## src/rtl/atconv_dilated.sv

```systemverilog
// Dilated 3x3 shift-kernel convolution with replicate padding, bias and ReLU (layer 0),
// followed by optional 2x2 max-pooling with round-up to integer (layer 1).
`timescale 1ns/1ps
module atconv_dilated #(
  parameter int IMG_W   = 64,
  parameter int DIL     = 2,
  parameter int DW      = 13,
  parameter int FRAC    = 4,
  parameter int BIAS    = -12,
  parameter int POOL_EN = 1,
  localparam int LW     = $clog2(IMG_W),
  localparam int AW     = 2 * LW
) (
  input  logic                 clk,
  input  logic                 reset_n,
  input  logic                 ready,
  output logic                 busy,
  output logic [AW-1:0]        iaddr,
  input  logic signed [DW-1:0] idata,
  output logic                 cwr,
  output logic [AW-1:0]        caddr_wr,
  output logic signed [DW-1:0] cdata_wr,
  output logic                 crd,
  output logic [AW-1:0]        caddr_rd,
  input  logic signed [DW-1:0] cdata_rd,
  output logic                 csel
);

  localparam int ACW = DW + 4;
  localparam int CW  = LW + 2;
  localparam int PW  = LW - 1;
  localparam int OW  = 2 * PW;

  localparam logic [2:0] S_IDLE    = 3'd0;
  localparam logic [2:0] S_CONV_RD = 3'd1;
  localparam logic [2:0] S_CONV_WB = 3'd2;
  localparam logic [2:0] S_POOL_RD = 3'd3;
  localparam logic [2:0] S_POOL_WB = 3'd4;
  localparam logic [2:0] S_DONE    = 3'd5;

  localparam logic signed [CW-1:0]  DIL_C    = CW'(DIL);
  localparam logic signed [CW-1:0]  MAX_C    = CW'(IMG_W - 1);
  localparam logic signed [ACW-1:0] BIAS_A   = ACW'(BIAS);
  localparam logic signed [ACW-1:0] MAX_ACC  = ACW'((2 ** (DW - 1)) - 1);
  localparam logic signed [DW:0]    MAX_P1   = {2'b00, {(DW-1){1'b1}}};
  localparam logic signed [DW-1:0]  MAX_PIX  = {1'b0, {(DW-1){1'b1}}};
  localparam logic [AW-1:0]         PIX_ONE  = AW'(1);
  localparam logic [AW-1:0]         PIX_LAST = AW'(IMG_W * IMG_W - 1);
  localparam logic [OW-1:0]         OUT_ONE  = OW'(1);
  localparam logic [OW-1:0]         OUT_LAST = OW'((IMG_W / 2) * (IMG_W / 2) - 1);

  logic [2:0]            r_state;
  logic [AW-1:0]         r_pix;
  logic [3:0]            r_tap;
  logic signed [ACW-1:0] r_acc;
  logic [OW-1:0]         r_pout;
  logic [2:0]            r_pcnt;
  logic signed [DW-1:0]  r_max;
  logic signed [ACW-1:0] w_acc_nxt;
  logic signed [DW-1:0]  w_max_nxt;

  function automatic logic [LW-1:0] clamp_coord(input logic [LW-1:0] base, input logic [1:0] off);
    logic signed [CW-1:0] v;
    begin
      case (off)
        2'd0:    v = $signed({2'b00, base}) - DIL_C;
        2'd2:    v = $signed({2'b00, base}) + DIL_C;
        default: v = $signed({2'b00, base});
      endcase
      if (v[CW-1])
        clamp_coord = {LW{1'b0}};
      else if (v > MAX_C)
        clamp_coord = {LW{1'b1}};
      else
        clamp_coord = v[LW-1:0];
    end
  endfunction

  function automatic logic [AW-1:0] tap_addr(input logic [AW-1:0] pix, input logic [3:0] k);
    logic [1:0] ro;
    logic [1:0] co;
    begin
      case (k)
        4'd0:    begin ro = 2'd0; co = 2'd0; end
        4'd1:    begin ro = 2'd0; co = 2'd1; end
        4'd2:    begin ro = 2'd0; co = 2'd2; end
        4'd3:    begin ro = 2'd1; co = 2'd0; end
        4'd5:    begin ro = 2'd1; co = 2'd2; end
        4'd6:    begin ro = 2'd2; co = 2'd0; end
        4'd7:    begin ro = 2'd2; co = 2'd1; end
        4'd8:    begin ro = 2'd2; co = 2'd2; end
        default: begin ro = 2'd1; co = 2'd1; end
      endcase
      tap_addr = {clamp_coord(pix[AW-1:LW], ro), clamp_coord(pix[LW-1:0], co)};
    end
  endfunction

  // Weights are powers of two, so every non-centre tap is a floor shift then subtract.
  function automatic logic signed [ACW-1:0] tap_term(input logic signed [DW-1:0] d, input logic [3:0] k);
    logic signed [ACW-1:0] ext;
    begin
      ext = $signed({{4{d[DW-1]}}, d});
      case (k)
        4'd4:                   tap_term = ext;
        4'd1, 4'd7:             tap_term = -(ext >>> 3);
        4'd3, 4'd5:             tap_term = -(ext >>> 2);
        4'd0, 4'd2, 4'd6, 4'd8: tap_term = -(ext >>> 4);
        default:                tap_term = {ACW{1'b0}};
      endcase
    end
  endfunction

  function automatic logic signed [DW-1:0] relu_sat(input logic signed [ACW-1:0] acc);
    logic signed [ACW-1:0] s;
    begin
      s = acc + BIAS_A;
      if (s[ACW-1])
        relu_sat = {DW{1'b0}};
      else if (s > MAX_ACC)
        relu_sat = MAX_PIX;
      else
        relu_sat = s[DW-1:0];
    end
  endfunction

  function automatic logic signed [DW-1:0] pool_round(input logic signed [DW-1:0] m);
    logic signed [DW:0] t;
    begin
      t = {m[DW-1], m[DW-1:FRAC], {FRAC{1'b0}}} + {{(DW-FRAC){1'b0}}, 1'b1, {FRAC{1'b0}}};
      if (m[FRAC-1:0] == {FRAC{1'b0}})
        pool_round = m;
      else if (t > MAX_P1)
        pool_round = MAX_PIX;
      else
        pool_round = t[DW-1:0];
    end
  endfunction

  // Block (i,j) reads layer-0 rows 2i,2i+1 and columns 2j,2j+1 in raster order.
  function automatic logic [AW-1:0] pool_addr(input logic [OW-1:0] o, input logic [1:0] p);
    pool_addr = {o[OW-1:PW], p[1], o[PW-1:0], p[0]};
  endfunction

  // Next accumulator and running pool maximum from the data returned this cycle.
  always_comb begin
    w_acc_nxt = r_acc + tap_term(idata, r_tap - 4'd1);
    if (r_pcnt == 3'd1)
      w_max_nxt = cdata_rd;
    else if (cdata_rd > r_max)
      w_max_nxt = cdata_rd;
    else
      w_max_nxt = r_max;
  end

  // Sequencer: owns the FSM, counters and every registered output.
  always_ff @(posedge clk or negedge reset_n) begin
    if (!reset_n) begin
      r_state  <= S_IDLE;
      r_pix    <= {AW{1'b0}};
      r_tap    <= 4'd0;
      r_acc    <= {ACW{1'b0}};
      r_pout   <= {OW{1'b0}};
      r_pcnt   <= 3'd0;
      r_max    <= {DW{1'b0}};
      busy     <= 1'b0;
      iaddr    <= {AW{1'b0}};
      cwr      <= 1'b0;
      caddr_wr <= {AW{1'b0}};
      cdata_wr <= {DW{1'b0}};
      crd      <= 1'b0;
      caddr_rd <= {AW{1'b0}};
      csel     <= 1'b0;
    end else begin
      cwr <= 1'b0;
      case (r_state)
        S_IDLE: begin
          if (ready) begin
            r_state <= S_CONV_RD;
            busy    <= 1'b1;
            r_pix   <= {AW{1'b0}};
            r_tap   <= 4'd0;
            r_acc   <= {ACW{1'b0}};
            iaddr   <= tap_addr({AW{1'b0}}, 4'd0);
          end
        end
        S_CONV_RD: begin
          if (r_tap != 4'd0) r_acc <= w_acc_nxt;
          if (r_tap < 4'd8) iaddr <= tap_addr(r_pix, r_tap + 4'd1);
          if (r_tap == 4'd9) begin
            r_state  <= S_CONV_WB;
            cwr      <= 1'b1;
            csel     <= 1'b0;
            caddr_wr <= r_pix;
            cdata_wr <= relu_sat(w_acc_nxt);
          end else begin
            r_tap <= r_tap + 4'd1;
          end
        end
        S_CONV_WB: begin
          r_tap <= 4'd0;
          r_acc <= {ACW{1'b0}};
          if (r_pix != PIX_LAST) begin
            r_state <= S_CONV_RD;
            r_pix   <= r_pix + PIX_ONE;
            iaddr   <= tap_addr(r_pix + PIX_ONE, 4'd0);
          end else if (POOL_EN != 0) begin
            r_state  <= S_POOL_RD;
            r_pout   <= {OW{1'b0}};
            r_pcnt   <= 3'd0;
            crd      <= 1'b1;
            caddr_rd <= pool_addr({OW{1'b0}}, 2'd0);
          end else begin
            r_state <= S_DONE;
            busy    <= 1'b0;
          end
        end
        S_POOL_RD: begin
          if (r_pcnt != 3'd0) r_max <= w_max_nxt;
          if (r_pcnt < 3'd3) begin
            crd      <= 1'b1;
            caddr_rd <= pool_addr(r_pout, r_pcnt[1:0] + 2'd1);
          end else begin
            crd <= 1'b0;
          end
          if (r_pcnt == 3'd4) begin
            r_state  <= S_POOL_WB;
            cwr      <= 1'b1;
            csel     <= 1'b1;
            caddr_wr <= {2'b00, r_pout};
            cdata_wr <= pool_round(w_max_nxt);
          end else begin
            r_pcnt <= r_pcnt + 3'd1;
          end
        end
        S_POOL_WB: begin
          csel   <= 1'b0;
          r_pcnt <= 3'd0;
          if (r_pout != OUT_LAST) begin
            r_state  <= S_POOL_RD;
            r_pout   <= r_pout + OUT_ONE;
            crd      <= 1'b1;
            caddr_rd <= pool_addr(r_pout + OUT_ONE, 2'd0);
          end else begin
            r_state <= S_DONE;
            busy    <= 1'b0;
          end
        end
        S_DONE: begin
          r_state <= S_IDLE;
        end
        default: begin
          r_state <= S_IDLE;
          busy    <= 1'b0;
          crd     <= 1'b0;
          csel    <= 1'b0;
        end
      endcase
    end
  end

endmodule

```

## config.mk

```make
export PLATFORM = sky130hd
export DESIGN_NAME = atconv_dilated
export DESIGN_NICKNAME = d
export VERILOG_FILES = /design/src/rtl/atconv_dilated.sv
export SDC_FILE = /design/constraint.sdc
export NUM_CORES = 1
export LEC_CHECK = 0
export BUFFER_PORTS_ARGS = -buffer_cell sky130_fd_sc_hd__buf_2
export CELL_PAD_IN_SITES_DETAIL_PLACEMENT = 0
export CELL_PAD_IN_SITES_GLOBAL_PLACEMENT = 1
export CORE_MARGIN = 5
export CORE_UTILIZATION = 42
export CTS_BUF_LIST = sky130_fd_sc_hd__clkbuf_8
export DETAILED_ROUTE_END_ITERATION = 10
export GPL_TIMING_DRIVEN = 0
export PLACE_DENSITY = 0.8
export SLEW_MARGIN = 20
export SYNTH_ARGS = -nofsm -noshare
export SYNTH_HDL_FRONTEND = slang
export SYNTH_SLANG_ARGS = --single-unit
```

## constraint.sdc

```tcl
create_clock -name clk -period 5 [get_ports clk]
set_input_delay 1 -clock clk [delete_from_list [all_inputs] [get_ports clk]]
set_output_delay 1 -clock clk [all_outputs]
set_load 0.02 [all_outputs]
```

==> results.md, run 1 <==
- Status: complete, but fails checks
- Failing checks: negative setup slack
- R2r setup slk: -310 ps
- Fmax: ~190 MHz
- Cell Area, Synth: 9155 um^2
- Seq/Total Area, Yosys: 0.3143
- Endpoints failing setup: 12
- Fin crit share: 1.061
- Largest stage delay, worst path: 550 ps
- Worst Hold Class: input pin to asynchronous set/reset pin
- First DRT Iteration DRCs: 615
- CTS Root Cell: clkbuf_8
- Max Slew Vio Count: 0
- Clk_skew: 17.22 ps
- H-tree Lvls: 4
- Slowest CP cell: or4b_4
- Placed Cells: 1479
- Routed len/inst: between 15 and 20 um
- Die area: 24850 um^2
- Clk_lat worst skew: between 400 and 500 ps
- First-pass GRT wire length: between 40000 and 50000 um
- Crit. Startpoint: r_tap[1]
- Worst slew margin: 0.5064
- Largest net degree at the start of global routing: 73
- PortBufs: between 70 and 80
- Starting Density: 0.4234
- Mean Syn Cell Area: approximately 8 um^2
- Arrival time at the worst endpoint: 5630 ps
- FFs w/ async S/R, synth: 1.000
- Critical path class: flop to flop
- Max-capacitance violation count: 0
- Fin cells: 1552
- Tot GR Track Use: 0.2159
- Number of antenna violations at the first check in global routing: 0
- Final nets: about 1300
- CP delay by family, top: compound AO/OA/AOI/OAI gates
- Register area: roughly 2900 um^2
- Tmin final: 5305 ps
- Area share of the leading cell type in the synthesized netlist: 0.3143
- P&R area growth vs syn: 21.94%
- Commonest cells in the netlist: nand2_1, dfrtp_1, o21ai_0
- Top Ports: 82
- CTS tree: done
- Fill count: 2162
- Vias in the first global route: 8614
- Crit path max fanout: 4
- CTS sink count: 115
- Buffers from clock root to sink, at most: 2
- Main synth FF type: dfrtp_1
- Via Count: 8883
- Number of synthesized flops with an enable pin: 0
- Crit path cell chain: inv_4, ha_4, xnor2_4, mux2i_1, nor2b_2, clkbuf_8, a222oi_1, o21ai_1, ha_2, fa_2, a211oi_4, o21ai_4, o2111ai_2, nor3b_4, or4b_4, or4b_4, o2bb2ai_4, a211o_1, o221a_1
- FF+latch count, synth: roughly 120
- GP Congestion: 0.8761
- Reg-to-Reg Start: r_tap[1]
- Pre-CTS WS: -1359 ps
- ANT cells: 0
- RSZ-0062 raised after global routing: true
- Drt first pass iters: 5
- Gr ovfl total: 0
- Syn_nets: 1208
- Startpoint class of the critical path: flop
- Antenna violation net count after detailed routing: 0
- Residual DRC: 0
- Synth unique cells: between 80 and 90
- Top cells by area, synth: dfrtp_1, ha_1, nand2_1
- Worst Path Buf+Inv: 2
- Worst slew pin tran: 737.9 ps
- Multi-input logic area: 6251 um^2
- Vias per cell: roughly 5.7
- Row cnt: 54
- Cell mode on critical path: or4b_4
- Yosys Warn Count: 0
- Post-synth top area cell: dfrtp_1
- Share of cells above drive strength 1: 0.2060
- Num CTS Buffers: 17
- Die Y: around 160 um
- HPWL Detailed: 19660 um
- Final worst slack: -305.5 ps
- Core footprint: 21620 um^2
- CP Data Required Time: approximately 5300 ps
- Die Width: about 160 um
- Cell count after synthesis: around 1100
- Cts-stage hold buffer count: 0
- Setup crit end kind: flop
- Most frequent cell after synthesis: nand2_1
- WL final: 26690 um
- Clock-pin transition on the worst setup and hold timing paths: 80 ps
- Final hold vios: 0
-- registers in the layout, indices dropped and copies added (netlist names), 3 cells and up --
register	cells
r_max	13
r_pcnt	3
r_tap	4
r_acc	17
caddr_wr	12
r_pix	12
caddr_rd	12
cdata_wr	13
r_pout	10
iaddr	12
r_state	3
-- cells by family (layout without fill, tap and decap cells) --
group                    count (synthesis)  count (layout)  share of synthesized area
AO/OA/AOI/OAI                          359             359                     0.2616
AND/OR/NAND/NOR                        386             386                     0.2019
adder cells (fa/ha/maj)                 57              57                    0.07872
flip-flops                             115             115                     0.3143
multiplexers                            27              27                    0.03143
buffers and inverters                  115             265                    0.04811
XOR/XNOR                                63              63                    0.06396
-- stage by stage --
step	hold WS, ps	TNS [ps]	util	instance area (um^2)
after floorplan	451.6	-3381	-	9330
after global placement	457.4	-15000	0.4653	10060
after detailed placement	465.8	-15740	0.4669	10090
after CTS	485.0	-2640	0.5124	11080
after global routing	492.4	-5843	0.5163	11160
final	476.4	-3368	0.5163	11160
-- cell type report --
cell class | instances | area share
clock inverter | 14 | 0.01255
multi-input combinational | 892 | 0.5600
buffer | 56 | 0.02623
sequential | 115 | 0.2580
inverter | 57 | 0.02174
tap | 280 | 0.03138
timing repair buffer | 120 | 0.06792
clock buffer | 18 | 0.02219
-- final timing paths --
kind	to	cells after the start
worst min-delay path	r_max[9]	1
max in group asynchronous	r_pix[11]	2
min in group clk	caddr_rd[5]	2
worst min register to register	caddr_rd[5]	2
worst max register to register	cdata_wr[8]	19
worst max-delay path	cdata_wr[8]	19
-- cell usage in the layout (no fill, tap or decap), drive strengths merged, types with 34 or more instances in the layout --
cell type  instances
nand2            143
buf              122
dfrtp            115
o21ai            111
nor2              83
clkbuf            72
a21oi             67
inv               59
ha                56
nand3             41
xnor2             34
-- timing repair --
action	in CTS	in global routing
setup buffers	39	4
pin swaps	35	14
endpoints found under the hold margin	0	0
endpoints found under the setup margin	14	12
resized for setup	64	14
-- routing by layer --
layer | up-vias | global-route usage | routed length [um]
li1 | 4396 | - | -
met1 | 4272 | 0.3089 | 12940
met2 | 187 | 0.3395 | 12240
met3 | 28 | 0.03964 | 1117
met4 | 0 | 0.05285 | 391
met5 | - | 0 | 0
Power of run 1 is not shown: default switching activity piles up to over one toggle a cycle in this logic, so the estimate is an artifact.
==> inputs of run 2 (changes only) <==
--- a/config.mk
+++ b/config.mk
@@ -5,15 +5,16 @@
 export SDC_FILE = /design/constraint.sdc
 export NUM_CORES = 1
 export LEC_CHECK = 0
+export ABC_AREA = 1
 export BUFFER_PORTS_ARGS = -buffer_cell sky130_fd_sc_hd__buf_2
 export CELL_PAD_IN_SITES_DETAIL_PLACEMENT = 0
 export CELL_PAD_IN_SITES_GLOBAL_PLACEMENT = 1
 export CORE_MARGIN = 5
-export CORE_UTILIZATION = 42
+export CORE_UTILIZATION = 41
 export CTS_BUF_LIST = sky130_fd_sc_hd__clkbuf_8
 export DETAILED_ROUTE_END_ITERATION = 10
 export GPL_TIMING_DRIVEN = 0
-export PLACE_DENSITY = 0.8
+export PLACE_DENSITY = 0.82
 export SLEW_MARGIN = 20
 export SYNTH_ARGS = -nofsm -noshare
 export SYNTH_HDL_FRONTEND = slang
==> run 2 against run 1 <==
Compared with the run above: largest cell class unchanged; synthesized area is 0.44% lower; sequential cell count stayed put; non-clock buffer count is 65 lower; count of clock-buffer cells in the layout is 1 lower; first-iteration DRC count is 5.2% lower; global-route usage is 1.8 points lower; clock skew is 3.8 ps lower; the flow now finishes without violations; hold slack better by 1.9 ps.
==> results.md, run 2 <==
- GP Congestion: 0.8788
- Mean Syn Cell Area: 6.895 um^2
- Startpoint class of the critical path: flop
- Gr ovfl total: 0
- Sw Ratio: 0.5537
- Clk_skew: 13.42 ps
- WL final: 25630 um
- Slowest CP cell: dfrtp_2
- Top Ports: 82
- Main synth FF type: dfrtp_1
- Clk network pwr share: 0.106
- Row cnt: 54
- Number of synthesized flops with an enable pin: 0
- Max-capacitance violation count: 0
- First DRT Iteration DRCs: 583
- P&R area growth vs syn: 14.47%
- Top cells by area, synth: dfrtp_1, nand2_1, inv_1
- Critical path class: flop to flop
- Worst hold path depth: 2
- Logic gate share of total power: 0.711
- ANT cells: 0
- Residual DRC: 0
- Seq/Total Area, Yosys: 0.3157
- Drt first pass iters: 5
- CTS sink count: 115
- H-tree Lvls: 4
- Final nets: 1512
- Arrival time at the worst endpoint: approximately 4900 ps
- Pint: 3.648 mW
- First-pass GRT wire length: 42330 um
- Antenna violation net count after detailed routing: 0
- Crit path max fanout: 10
- Tot GR Track Use: 0.1981
- Mux cell area share after synthesis: 0.001235
- Syn_nets: between 1000 and 1500
- Simple-Gate Fraction of Synth Area: 0.3222
- Fin cells: around 1700
- Fmax: 220.3 MHz
- Clk_lat worst skew: 440 ps
- Adder-Cell Fraction of Synth Area: 0.07907
- Setup crit end kind: flop
- Power Density: 783.3 nW/um^2
- Top Registers: r_acc: 17 flops, cdata_wr: 13 flops, r_max: 13 flops
- Post-synthesis compound-gate area fraction: 0.1517
- CTS tree: done
- Cell mode on critical path: nand2_1
- Die area: 25310 um^2
- Yosys Warn Count: 0
- Share of cells above drive strength 1: 0.1522
- LEAKAGE: 5.231 nW
- Cell Area, Synth: between 9000 and 10000 um^2
- Routed len/inst: 14.91 um
- Biggest register: r_acc
- Vias in the first global route: 8702
- Synth unique cells: 52
- Clock-pin transition on the worst setup and hold timing paths: 80 ps
- FFs w/ async S/R, synth: 1.000
- Buffers from clock root to sink, at most: 2
- RSZ-0062 raised after global routing: false
- Most frequent cell after synthesis: nand2_1
- Max Slew Vio Count: 0
- Synth Area in XOR/XNOR: 0.03075
- Vias per cell: ~5.2
- Fin crit share: 0.9078
- Cell count after synthesis: between 1000 and 1500
- Num CTS Buffers: 17
- Sequential Power Share: 0.183
- Worst Hold Class: flop to flop
- Number of antenna violations at the first check in global routing: 0
- Worst slew margin: 0.5944
- Largest register FFs: 17
- CP Data Required Time: 5320 ps
- Core footprint: around 22000 um^2
- Via Count: 8999
- Endpoints failing setup: 0
- Status: completed
- Most frequent cells in the layout: nand2_1, inv_1, nor2_1
- Largest net degree at the start of global routing: 65
- Post-synth top area cell: dfrtp_1
- Final hold vios: 0
- CTS Root Cell: clkbuf_8
- PortBufs: 80
- HPWL Detailed: 20060 um
- Largest stage delay, worst path: 480 ps
- Peak VDD IR: 0.4094 mV
- Starting Density: 0.4164
- Total Power: between 8 and 9 mW
- Placed Cells: 1683
- FF+latch count, synth: 115
- Net switching power: approximately 4.5 mW
- FF-to-FF path depth: 30
- Tmin final: 4539 ps
- Most common cell after layout, fill and taps aside: nand2_1
- Die Y: 159.1 um
- Largest family of logic cells by synthesized area: simple AND/OR/NAND/NOR gates
- Worst slew pin tran: between 600 and 700 ps
- Area share of the leading cell type in the synthesized netlist: 0.3157
- Die Width: 159.1 um
- Commonest cells in the netlist: nand2_1, inv_1, nor2_1
## run 2: final cells by class
cell class              instances  area [um^2]
fillers                      2339        11460
repair buffers                 85        464.2
well taps                     280        350.3
inverters                     199        753.2
clock buffers                  17        234.0
clock inverters                15        145.1
flip-flops and latches        115         2880
plain buffers                  26        161.4
multi-input cells             982         5445
## run 2: final timing paths
path                               start           to  slack, ps
max in group asynchronous        reset_n     r_tap[0]       3740
worst max register to register  r_tap[0]  cdata_wr[8]        460
worst min-delay path            iaddr[0]     iaddr[0]        480
min in group asynchronous        reset_n  cdata_wr[6]        530
worst max-delay path            r_tap[0]  cdata_wr[8]        460
worst min register to register  iaddr[0]     iaddr[0]        480
## run 2: per-layer routing
layer	part of all wire	GRT usage	routed length [um]	vias up
met4	0.019	0.04963	477	0
li1	-	-	-	4566
met2	0.50	0.3494	12720	174
met5	0	0	0	-
met3	0.030	0.03003	771	37
met1	0.45	0.2545	11660	4222
## run 2: cells by family after synthesis
kind of cell	Yosys count
and+or+nand+nor	657
AOI/OAI and AO/OA	235
buffers and inverters	225
DFF	115
adders and majority gates	57
xor gates and xnor gates	32
muxes	1
## run 2: power by group through the flow
stage / Sequential (mW) / Combinational [mW] / Clock, mW
3_5_place_dp: 1.51 / 5.64 / 0
2_1_floorplan: 1.66 / 4.05 / 0
4_1_cts: 1.49 / 5.70 / 0.882
6_report: 1.50 / 5.81 / 0.863
5_1_grt: 1.54 / 6.56 / 0.925
3_3_place_gp: 1.50 / 5.58 / 0
## run 2: timing repair
item	in CTS	in global routing
pin swaps	0	2
setup endpoints to repair	12	12
setup buffers	0	4
resized for setup	8	27
hold buffers	0	0
## run 2: per-stage QoR
stage	util	setup slack [ps]	hold WS, ps	area [um^2]	TNS (ps)
after floorplan	-	781.0	474.6	9115	0
after global placement	0.4507	-267.2	461.8	9866	-2355
after detailed placement	0.4522	-336.2	460.2	9899	-3368
after CTS	0.4707	48.94	482.9	10300	0
after global routing	0.4766	15.38	495.1	10430	0
final	0.4766	461.0	478.4	10430	0
## run 2: worst max-delay path: cells and delay by family (launching register included)
kind / cells / cell delay, ps
and+or+nand+nor: 17 / 1670
adders and majority gates: 3 / 830
buffers and inverters: 5 / 710
AOI/OAI and AO/OA: 4 / 520
DFF: 1 / 480
xor gates and xnor gates: 1 / 190
No activity file was read; power rests on OpenSTA's default activity.
